## src/rtl/mtx_pkg.sv

```systemverilog
// Shared constants for the matrix UART printer: ASCII codes, FSM encoding,
// dimension default and the powers-of-ten table used by the digit converter.
package mtx_pkg;

  localparam int DEF_MAX_DIM = 5;

  localparam logic [7:0] ASC_0     = 8'd48;
  localparam logic [7:0] ASC_SPACE = 8'd32;
  localparam logic [7:0] ASC_CR    = 8'd13;
  localparam logic [7:0] ASC_LF    = 8'd10;

  localparam logic [3:0] S_IDLE     = 4'd0;
  localparam logic [3:0] S_RD_M     = 4'd1;
  localparam logic [3:0] S_RD_N     = 4'd2;
  localparam logic [3:0] S_CHECK    = 4'd3;
  localparam logic [3:0] S_RD_ELEM  = 4'd4;
  localparam logic [3:0] S_ELEM_CAP = 4'd5;
  localparam logic [3:0] S_CONVERT  = 4'd6;
  localparam logic [3:0] S_SEND     = 4'd7;
  localparam logic [3:0] S_SEP      = 4'd8;
  localparam logic [3:0] S_EOL      = 4'd9;
  localparam logic [3:0] S_DONE     = 4'd10;
  localparam logic [3:0] S_HDR_SP   = 4'd11;
  localparam logic [3:0] S_HDR_N    = 4'd12;

  // Digit weights, most significant first; sel 4 is the units digit.
  function automatic logic [15:0] pow10(input logic [2:0] sel);
    case (sel)
      3'd0:    return 16'd10000;
      3'd1:    return 16'd1000;
      3'd2:    return 16'd100;
      3'd3:    return 16'd10;
      default: return 16'd1;
    endcase
  endfunction

endpackage

```

## src/rtl/matrix_uart_printer_if.sv

```systemverilog
// Control and matrix-memory read bus of the printer. The printer is the slave
// of the control side and owns the read strobe/address toward memory.
interface matrix_uart_printer_if;
  logic        start;
  logic [7:0]  base_addr;
  logic        busy;
  logic        done;
  logic        error;
  logic        rd_en;
  logic [7:0]  rd_addr;
  logic [31:0] rd_data;

  modport slave (
    input  start, base_addr, rd_data,
    output busy, done, error, rd_en, rd_addr
  );

  modport master (
    output start, base_addr, rd_data,
    input  busy, done, error, rd_en, rd_addr
  );
endinterface

```

## src/rtl/uart_tx.sv

```systemverilog
// 8N1 UART transmitter, LSB first; one bit period is CLK_FREQ/BAUD_RATE clocks.
module uart_tx #(
  parameter int CLK_FREQ  = 100_000_000,
  parameter int BAUD_RATE = 115200
) (
  input  logic       clk,
  input  logic       rst,
  input  logic [7:0] tx_data,
  input  logic       tx_start,
  output logic       tx,
  output logic       tx_busy
);

  localparam int BIT_CLKS = CLK_FREQ / BAUD_RATE;
  localparam int CNT_W    = (BIT_CLKS > 1) ? $clog2(BIT_CLKS + 1) : 1;

  logic [CNT_W-1:0] cnt_reg;
  logic [3:0]       bit_reg;
  logic [8:0]       shift_reg;
  logic             tx_reg;
  logic             busy_reg;

  // bit_reg 0 is the start bit, 1..8 data, 9 the stop bit.
  always_ff @(posedge clk) begin
    if (rst) begin
      cnt_reg   <= '0;
      bit_reg   <= 4'd0;
      shift_reg <= '1;
      tx_reg    <= 1'b1;
      busy_reg  <= 1'b0;
    end else if (!busy_reg) begin
      if (tx_start) begin
        tx_reg    <= 1'b0;
        shift_reg <= {1'b1, tx_data};
        busy_reg  <= 1'b1;
        cnt_reg   <= '0;
        bit_reg   <= 4'd0;
      end
    end else if (cnt_reg == CNT_W'(BIT_CLKS - 1)) begin
      cnt_reg <= '0;
      if (bit_reg == 4'd9) begin
        busy_reg <= 1'b0;
      end else begin
        tx_reg    <= shift_reg[0];
        shift_reg <= {1'b1, shift_reg[8:1]};
        bit_reg   <= bit_reg + 4'd1;
      end
    end else begin
      cnt_reg <= cnt_reg + CNT_W'(1);
    end
  end

  assign tx      = tx_reg;
  assign tx_busy = busy_reg;

endmodule

```

## src/rtl/matrix_uart_printer.sv

```systemverilog
// Reads an m x n matrix from memory and prints it over UART as decimal text.
// Define MTX_PRINT_HEADER_EN to prefix the output with an "m n" header line.
module matrix_uart_printer
  import mtx_pkg::*;
#(
  parameter int CLK_FREQ  = 100_000_000,
  parameter int BAUD_RATE = 115200,
  parameter int MAX_DIM   = DEF_MAX_DIM
) (
  input  logic                  clk,
  input  logic                  rst,
  matrix_uart_printer_if.slave  bus,
  output logic                  uart_tx
);

  localparam int DIM_W = $clog2(MAX_DIM + 1);

  logic [3:0]       state_reg, ret_reg, conv_next_reg;
  logic [7:0]       base_reg;
  logic [DIM_W-1:0] m_reg, n_reg, row_reg, col_reg;
  logic             m_ok_reg;
  logic [7:0]       idx_reg;
  logic [15:0]      value_reg;
  logic [2:0]       pow_sel_reg;
  logic [3:0]       digit_reg;
  logic             started_reg;
  logic [7:0]       byte_reg;
  logic             hdr_reg;
  logic             busy_reg, done_reg, error_reg;

  logic             rd_en;
  logic [7:0]       rd_addr;
  logic             tx_start;
  logic             tx_busy;
  logic [15:0]      cur_pow;

  function automatic logic dim_ok(input logic [31:0] w);
    return (w != 32'd0) && (w <= 32'(MAX_DIM));
  endfunction

  always_comb begin
    rd_en   = 1'b0;
    rd_addr = 8'd0;
    case (state_reg)
      S_RD_M: begin
        rd_en   = 1'b1;
        rd_addr = base_reg;
      end
      S_RD_N: begin
        rd_en   = 1'b1;
        rd_addr = base_reg + 8'd1;
      end
      S_RD_ELEM: begin
        rd_en   = 1'b1;
        rd_addr = base_reg + 8'd2 + idx_reg;
      end
      default: ;
    endcase
  end

  assign cur_pow  = pow10(pow_sel_reg);
  assign tx_start = (state_reg == S_SEND) && !tx_busy;

  always_ff @(posedge clk) begin
    if (rst) begin
      state_reg     <= S_IDLE;
      ret_reg       <= S_IDLE;
      conv_next_reg <= S_IDLE;
      base_reg      <= 8'd0;
      m_reg         <= '0;
      n_reg         <= '0;
      m_ok_reg      <= 1'b0;
      row_reg       <= '0;
      col_reg       <= '0;
      idx_reg       <= 8'd0;
      value_reg     <= 16'd0;
      pow_sel_reg   <= 3'd0;
      digit_reg     <= 4'd0;
      started_reg   <= 1'b0;
      byte_reg      <= 8'd0;
      hdr_reg       <= 1'b0;
      busy_reg      <= 1'b0;
      done_reg      <= 1'b0;
      error_reg     <= 1'b0;
    end else begin
      done_reg  <= 1'b0;
      error_reg <= 1'b0;
      case (state_reg)
        S_IDLE: begin
          if (bus.start) begin
            base_reg  <= bus.base_addr;
            busy_reg  <= 1'b1;
            row_reg   <= '0;
            col_reg   <= '0;
            idx_reg   <= 8'd0;
            hdr_reg   <= 1'b0;
            state_reg <= S_RD_M;
          end
        end
        S_RD_M: state_reg <= S_RD_N;
        S_RD_N: begin
          m_reg     <= bus.rd_data[DIM_W-1:0];
          m_ok_reg  <= dim_ok(bus.rd_data);
          state_reg <= S_CHECK;
        end
        S_CHECK: begin
          n_reg <= bus.rd_data[DIM_W-1:0];
          if (!(m_ok_reg && dim_ok(bus.rd_data))) begin
            error_reg <= 1'b1;
            busy_reg  <= 1'b0;
            state_reg <= S_IDLE;
          end else begin
`ifdef MTX_PRINT_HEADER_EN
            hdr_reg       <= 1'b1;
            value_reg     <= 16'(m_reg);
            pow_sel_reg   <= 3'd0;
            digit_reg     <= 4'd0;
            started_reg   <= 1'b0;
            conv_next_reg <= S_HDR_SP;
            state_reg     <= S_CONVERT;
`else
            state_reg <= S_RD_ELEM;
`endif
          end
        end
        S_RD_ELEM: state_reg <= S_ELEM_CAP;
        S_ELEM_CAP: begin
          value_reg     <= bus.rd_data[15:0];
          pow_sel_reg   <= 3'd0;
          digit_reg     <= 4'd0;
          started_reg   <= 1'b0;
          conv_next_reg <= S_SEP;
          state_reg     <= S_CONVERT;
        end
        // One subtraction per cycle; a digit is complete once the remainder
        // drops below the current weight. Leading zeros are skipped except
        // for the units position so that 0 still prints.
        S_CONVERT: begin
          if (value_reg >= cur_pow) begin
            value_reg <= value_reg - cur_pow;
            digit_reg <= digit_reg + 4'd1;
          end else begin
            digit_reg   <= 4'd0;
            pow_sel_reg <= (pow_sel_reg == 3'd4) ? 3'd0 : pow_sel_reg + 3'd1;
            if (digit_reg != 4'd0 || started_reg || pow_sel_reg == 3'd4) begin
              started_reg <= 1'b1;
              byte_reg    <= ASC_0 + {4'd0, digit_reg};
              ret_reg     <= (pow_sel_reg == 3'd4) ? conv_next_reg : S_CONVERT;
              state_reg   <= S_SEND;
            end
          end
        end
        S_SEND: begin
          if (!tx_busy) state_reg <= ret_reg;
        end
        S_SEP: begin
          if (!hdr_reg && ((col_reg + DIM_W'(1)) < n_reg)) begin
            byte_reg <= ASC_SPACE;
            col_reg  <= col_reg + DIM_W'(1);
            idx_reg  <= idx_reg + 8'd1;
            ret_reg  <= S_RD_ELEM;
          end else begin
            byte_reg <= ASC_CR;
            ret_reg  <= S_EOL;
          end
          state_reg <= S_SEND;
        end
        S_EOL: begin
          byte_reg  <= ASC_LF;
          state_reg <= S_SEND;
          if (hdr_reg) begin
            hdr_reg <= 1'b0;
            ret_reg <= S_RD_ELEM;
          end else begin
            col_reg <= '0;
            idx_reg <= idx_reg + 8'd1;
            row_reg <= row_reg + DIM_W'(1);
            ret_reg <= ((row_reg + DIM_W'(1)) == m_reg) ? S_DONE : S_RD_ELEM;
          end
        end
        S_HDR_SP: begin
          byte_reg  <= ASC_SPACE;
          ret_reg   <= S_HDR_N;
          state_reg <= S_SEND;
        end
        S_HDR_N: begin
          value_reg     <= 16'(n_reg);
          pow_sel_reg   <= 3'd0;
          digit_reg     <= 4'd0;
          started_reg   <= 1'b0;
          conv_next_reg <= S_SEP;
          state_reg     <= S_CONVERT;
        end
        S_DONE: begin
          if (!tx_busy) begin
            done_reg  <= 1'b1;
            busy_reg  <= 1'b0;
            state_reg <= S_IDLE;
          end
        end
        default: state_reg <= S_IDLE;
      endcase
    end
  end

  uart_tx #(
    .CLK_FREQ  (CLK_FREQ),
    .BAUD_RATE (BAUD_RATE)
  ) u_tx (
    .clk      (clk),
    .rst      (rst),
    .tx_data  (byte_reg),
    .tx_start (tx_start),
    .tx       (uart_tx),
    .tx_busy  (tx_busy)
  );

  assign bus.rd_en   = rd_en;
  assign bus.rd_addr = rd_addr;
  assign bus.busy    = busy_reg;
  assign bus.done    = done_reg;
  assign bus.error   = error_reg;

endmodule

```

## src/flat_wrapper.sv

```systemverilog
// flat-port wrapper written by rule: the top's interface ports become plain ports
module matrix_uart_printer_flat import mtx_pkg::*;
#(
  parameter int CLK_FREQ  = 100_000_000,
  parameter int BAUD_RATE = 115200,
  parameter int MAX_DIM   = DEF_MAX_DIM
)
  (clk, rst, uart_tx, bus_start, bus_base_addr, bus_rd_data, bus_busy, bus_done, bus_error, bus_rd_en, bus_rd_addr);
  matrix_uart_printer_if bus_i ();
  input  logic clk;
  input  logic rst;
  output logic uart_tx;
  input wire logic [$bits(bus_i.start)-1:0] bus_start;
  input wire logic [$bits(bus_i.base_addr)-1:0] bus_base_addr;
  input wire logic [$bits(bus_i.rd_data)-1:0] bus_rd_data;
  output wire logic [$bits(bus_i.busy)-1:0] bus_busy;
  output wire logic [$bits(bus_i.done)-1:0] bus_done;
  output wire logic [$bits(bus_i.error)-1:0] bus_error;
  output wire logic [$bits(bus_i.rd_en)-1:0] bus_rd_en;
  output wire logic [$bits(bus_i.rd_addr)-1:0] bus_rd_addr;
  assign bus_i.start = bus_start;
  assign bus_i.base_addr = bus_base_addr;
  assign bus_i.rd_data = bus_rd_data;
  assign bus_busy = bus_i.busy;
  assign bus_done = bus_i.done;
  assign bus_error = bus_i.error;
  assign bus_rd_en = bus_i.rd_en;
  assign bus_rd_addr = bus_i.rd_addr;
  matrix_uart_printer #(.CLK_FREQ(CLK_FREQ), .BAUD_RATE(BAUD_RATE), .MAX_DIM(MAX_DIM)) u_core (.clk(clk), .rst(rst), .bus(bus_i), .uart_tx(uart_tx));
endmodule
```

## config.mk

```make
export PLATFORM = sky130hd
export DESIGN_NAME = matrix_uart_printer_flat
export DESIGN_NICKNAME = d
export VERILOG_FILES = /design/src/rtl/mtx_pkg.sv /design/src/rtl/matrix_uart_printer_if.sv /design/src/rtl/uart_tx.sv /design/src/rtl/matrix_uart_printer.sv /design/src/flat_wrapper.sv
export SDC_FILE = /design/constraint.sdc
export NUM_CORES = 1
export LEC_CHECK = 0
export BUFFER_PORTS_ARGS = -buffer_cell sky130_fd_sc_hd__buf_2
export CORE_AREA = 2 2 163 133
export DETAILED_ROUTE_END_ITERATION = 7
export DIE_AREA = 0 0 165 135
export GPL_ROUTABILITY_DRIVEN = 0
export HOLD_SLACK_MARGIN = 0.02
export MAX_ROUTING_LAYER = met4
export PLACE_DENSITY = 0.45
export SYNTH_ARGS = -nofsm -noshare
export SYNTH_HDL_FRONTEND = slang
export SYNTH_HIERARCHICAL = 1
export SYNTH_SLANG_ARGS = --single-unit
export TNS_END_PERCENT = 30
```

## constraint.sdc

```tcl
create_clock -name clk -period 4.24 [get_ports clk]
set_input_delay 1.06 -clock clk [delete_from_list [all_inputs] [get_ports clk]]
set_output_delay 1.06 -clock clk [all_outputs]
set_load 0.01 [all_outputs]
```

==> out/results.ini <==
[power]
cellPowerDensity_nw_per_um2=399
power_w=0.00280
ir_drop_v=0.000158
leakagePower_nw=2.75

[global_routing]
antenna_found_initial=0
grt.overflow.total=0
track_usage_pct=16.9
first_global_vias=5236
grt_max_degree=75
grt_first_pass_wirelength_um=29000

[timing]
tightest_slew_ps=842
hold_viol=0
clock_skew_ps=11.6
rsz0062_at_grt=no
relSlewSlack_pct=43.4
setup_viol=0
min_period_over_period_pct=95.3
max_freq_mhz=248
fin_crit_ps=4040
finalSetupTns_ps=0
slew_violations=0

[route]
ant_nets=0
wl_per_cell_um=16.0
vias=5647
drt-total-wl_um=17400
drt_iter0_drc=404
via_per_inst=5.19
firstDrtPassIters=4
drc_errors=0

[setup_path]
critPathBufInv=3
cp.arrival_ps=2980
crit_fanout=5
reg2reg_slack_ps=720
crit_family=compound AO/OA/AOI/OAI gates
cpPeakStageDelay_ps=400
r2r_start=u_core/pow_sel_reg[2]
worstSetupStartpoint=u_core/base_reg[1]
critical_path.slowest_cell=fa_1
cp-end-kind=primary output
cp.required_ps=3180
startpoint_type=register
critPathKind=reg -> out
path_cells=inv_1 -> ha_1 -> inv_1 -> ha_1 -> fa_1 -> a21o_1 -> a21oi_1 -> o21bai_1 -> a21oi_1 -> xnor2_1 -> a221o_1 -> buf_2

[clock_tree]
cts_buffers=9
cts_hold_buf=0
clock_latency_ps=350
cts_root_buf=clkbuf_16
cts_tree=done
cts-resized-gates=0
clk_path_buf_depth=2
clock_sinks=95
htree_levels=3
post_cts_buffers=0
cts.clk_slew.worst_paths_ps=70

[job]
drv_cap=0

[floorplanning]
core_um2=20500
start_util_pct=29.9
die_y_um=135
ios=56
die-area_um2=22300
row_count=47
chipWidth_um=165

[logic_synthesis]
ys_seq_elements=95
async_flop_share_pct=0
synthFlopType=dfxtp_1
synth-warning-count=6
syn_avg_cell_area_um2=7.99
yosysUniqueCellTypes=78
synth_area_um2=6140
synth_cells=769
ys_seq_area_share_pct=31.0
synth_edf_count=0

[placed_design]
portBuffers=55
dp_hpwl_um=12600
place_area_um2=6730

[worst_hold_path]
holdCritPathClass=reg -> reg
min_from=u_core/m_ok_reg

[final_layout]
antennaDiodeCount=0
layout-drive-gt1-share_pct=12.8
largest_register_ff_count=16
nNetsFinal=903
fillers=2194
utilization_pct=34.2
fin_area_um2=7030
area_growth_pct=14.4

[outcome]
outcome=complete, no violations

-- cell type report --
class / count / area (um2) / share of cell area, %
Clock buffer: 10 / 229 / 3.26
Tap cell: 269 / 337 / 4.79
Multi-Input combinational cell: 606 / 3960 / 56.4
Sequential cell: 95 / 1900 / 27.1
Inverter: 29 / 109 / 1.55
Clock inverter: 6 / 70.1 / 0.997
Timing Repair Buffer: 74 / 420 / 5.98
-- path summary, 6_finish.rpt --
check / end / cells past startpoint
min: u_core/m_ok_reg / 2
max reg2reg: u_core/ret_reg[2] / 11
max: bus_rd_addr[7] / 12
min reg2reg: u_core/m_ok_reg / 2
-- logic make-up after synthesis --
group | after synthesis | synth area share (%)
simple gates | 298 | 24.9
compound gates | 211 | 22.4
flops | 95 | 31.0
buf+inv | 69 | 4.71
fa+ha+maj | 45 | 9.41
xor+xnor | 32 | 4.56
mux | 18 | 2.95
other cells | 1 | 0.0611
-- synthesized netlist by cell type (all sizes together), types with 7 or more instances --
| cell | count | share of area, % |
|---|---|---|
| a211oi | 23 | 2.8 |
| a21o | 7 | 0.86 |
| a21oi | 61 | 5.0 |
| a311oi | 9 | 1.3 |
| a31oi | 14 | 1.4 |
| and2 | 12 | 1.2 |
| and3 | 15 | 1.6 |
| buf | 8 | 0.90 |
| clkbuf | 31 | 1.9 |
| dfxtp | 95 | 31 |
| ha | 43 | 8.8 |
| inv | 28 | 1.7 |
| mux2i | 17 | 2.8 |
| nand2 | 69 | 4.2 |
| nand2b | 11 | 1.1 |
| nand3 | 22 | 1.9 |
| nand4 | 11 | 1.1 |
| nor2 | 83 | 5.2 |
| nor3 | 17 | 1.4 |
| nor4 | 13 | 1.3 |
| o211ai | 7 | 0.86 |
| o21ai | 40 | 3.3 |
| xnor2 | 26 | 3.7 |
-- worst min-delay path: cells and delay by family, from the launching register on --
family | cells | cell delay (ps)
DFF | 1 | 310
AOI/OAI and AO/OA | 1 | 50
and+or+nand+nor | 1 | 50
-- power breakdown --
group	switching, W	internal (W)
Clock	0.000390	0.000462
Sequential	0.0000947	0.000974
Combinational	0.000543	0.000341
-- layer usage --
| layer | vias up | share of wire (%) | global-route usage (%) |
|---|---|---|---|
| li1 | 2904 | - | - |
| met1 | 2632 | 56 | 26.2 |
| met2 | 100 | 40 | 22.6 |
| met3 | 11 | 3.4 | 2.67 |
| met4 | 0 | 0.89 | 3.48 |
| met5 | - | 0 | - |
-- cells in the final DEF (no fill, tap or decap), drive strengths merged, types with 4 or more instances in the layout --
cell and n:
dfxtp 95, nor2 83, buf 74, nand2 69, a21oi 61, ha 43, o21ai 40, inv 29
xnor2 26, a211oi 23, nand3 22, nor3 17, mux2i 17, and3 15, a31oi 14, nor4 13
and2 12, nand2b 11, nand4 11, clkbuf 10, a311oi 9, a21o 7, o211ai 7, xor2 6
nor2b 6, a221oi 6, or3 6, a22oi 5, o21bai 5, nand3b 5, nand4b 5, a221o 4
nor3b 4
-- per-stage QoR --
step / setup slack, ps / hold slack, ps / cells
floorplan: 860 / 432 / 770
global placement: 573 / 441 / 1073
detailed placement: 575 / 445 / 1073
CTS: 174 / 455 / 1089
global route: 44.6 / 491 / 1089
finish: 201 / 456 / 1089
No activity file was read; power rests on OpenSTA's default activity.
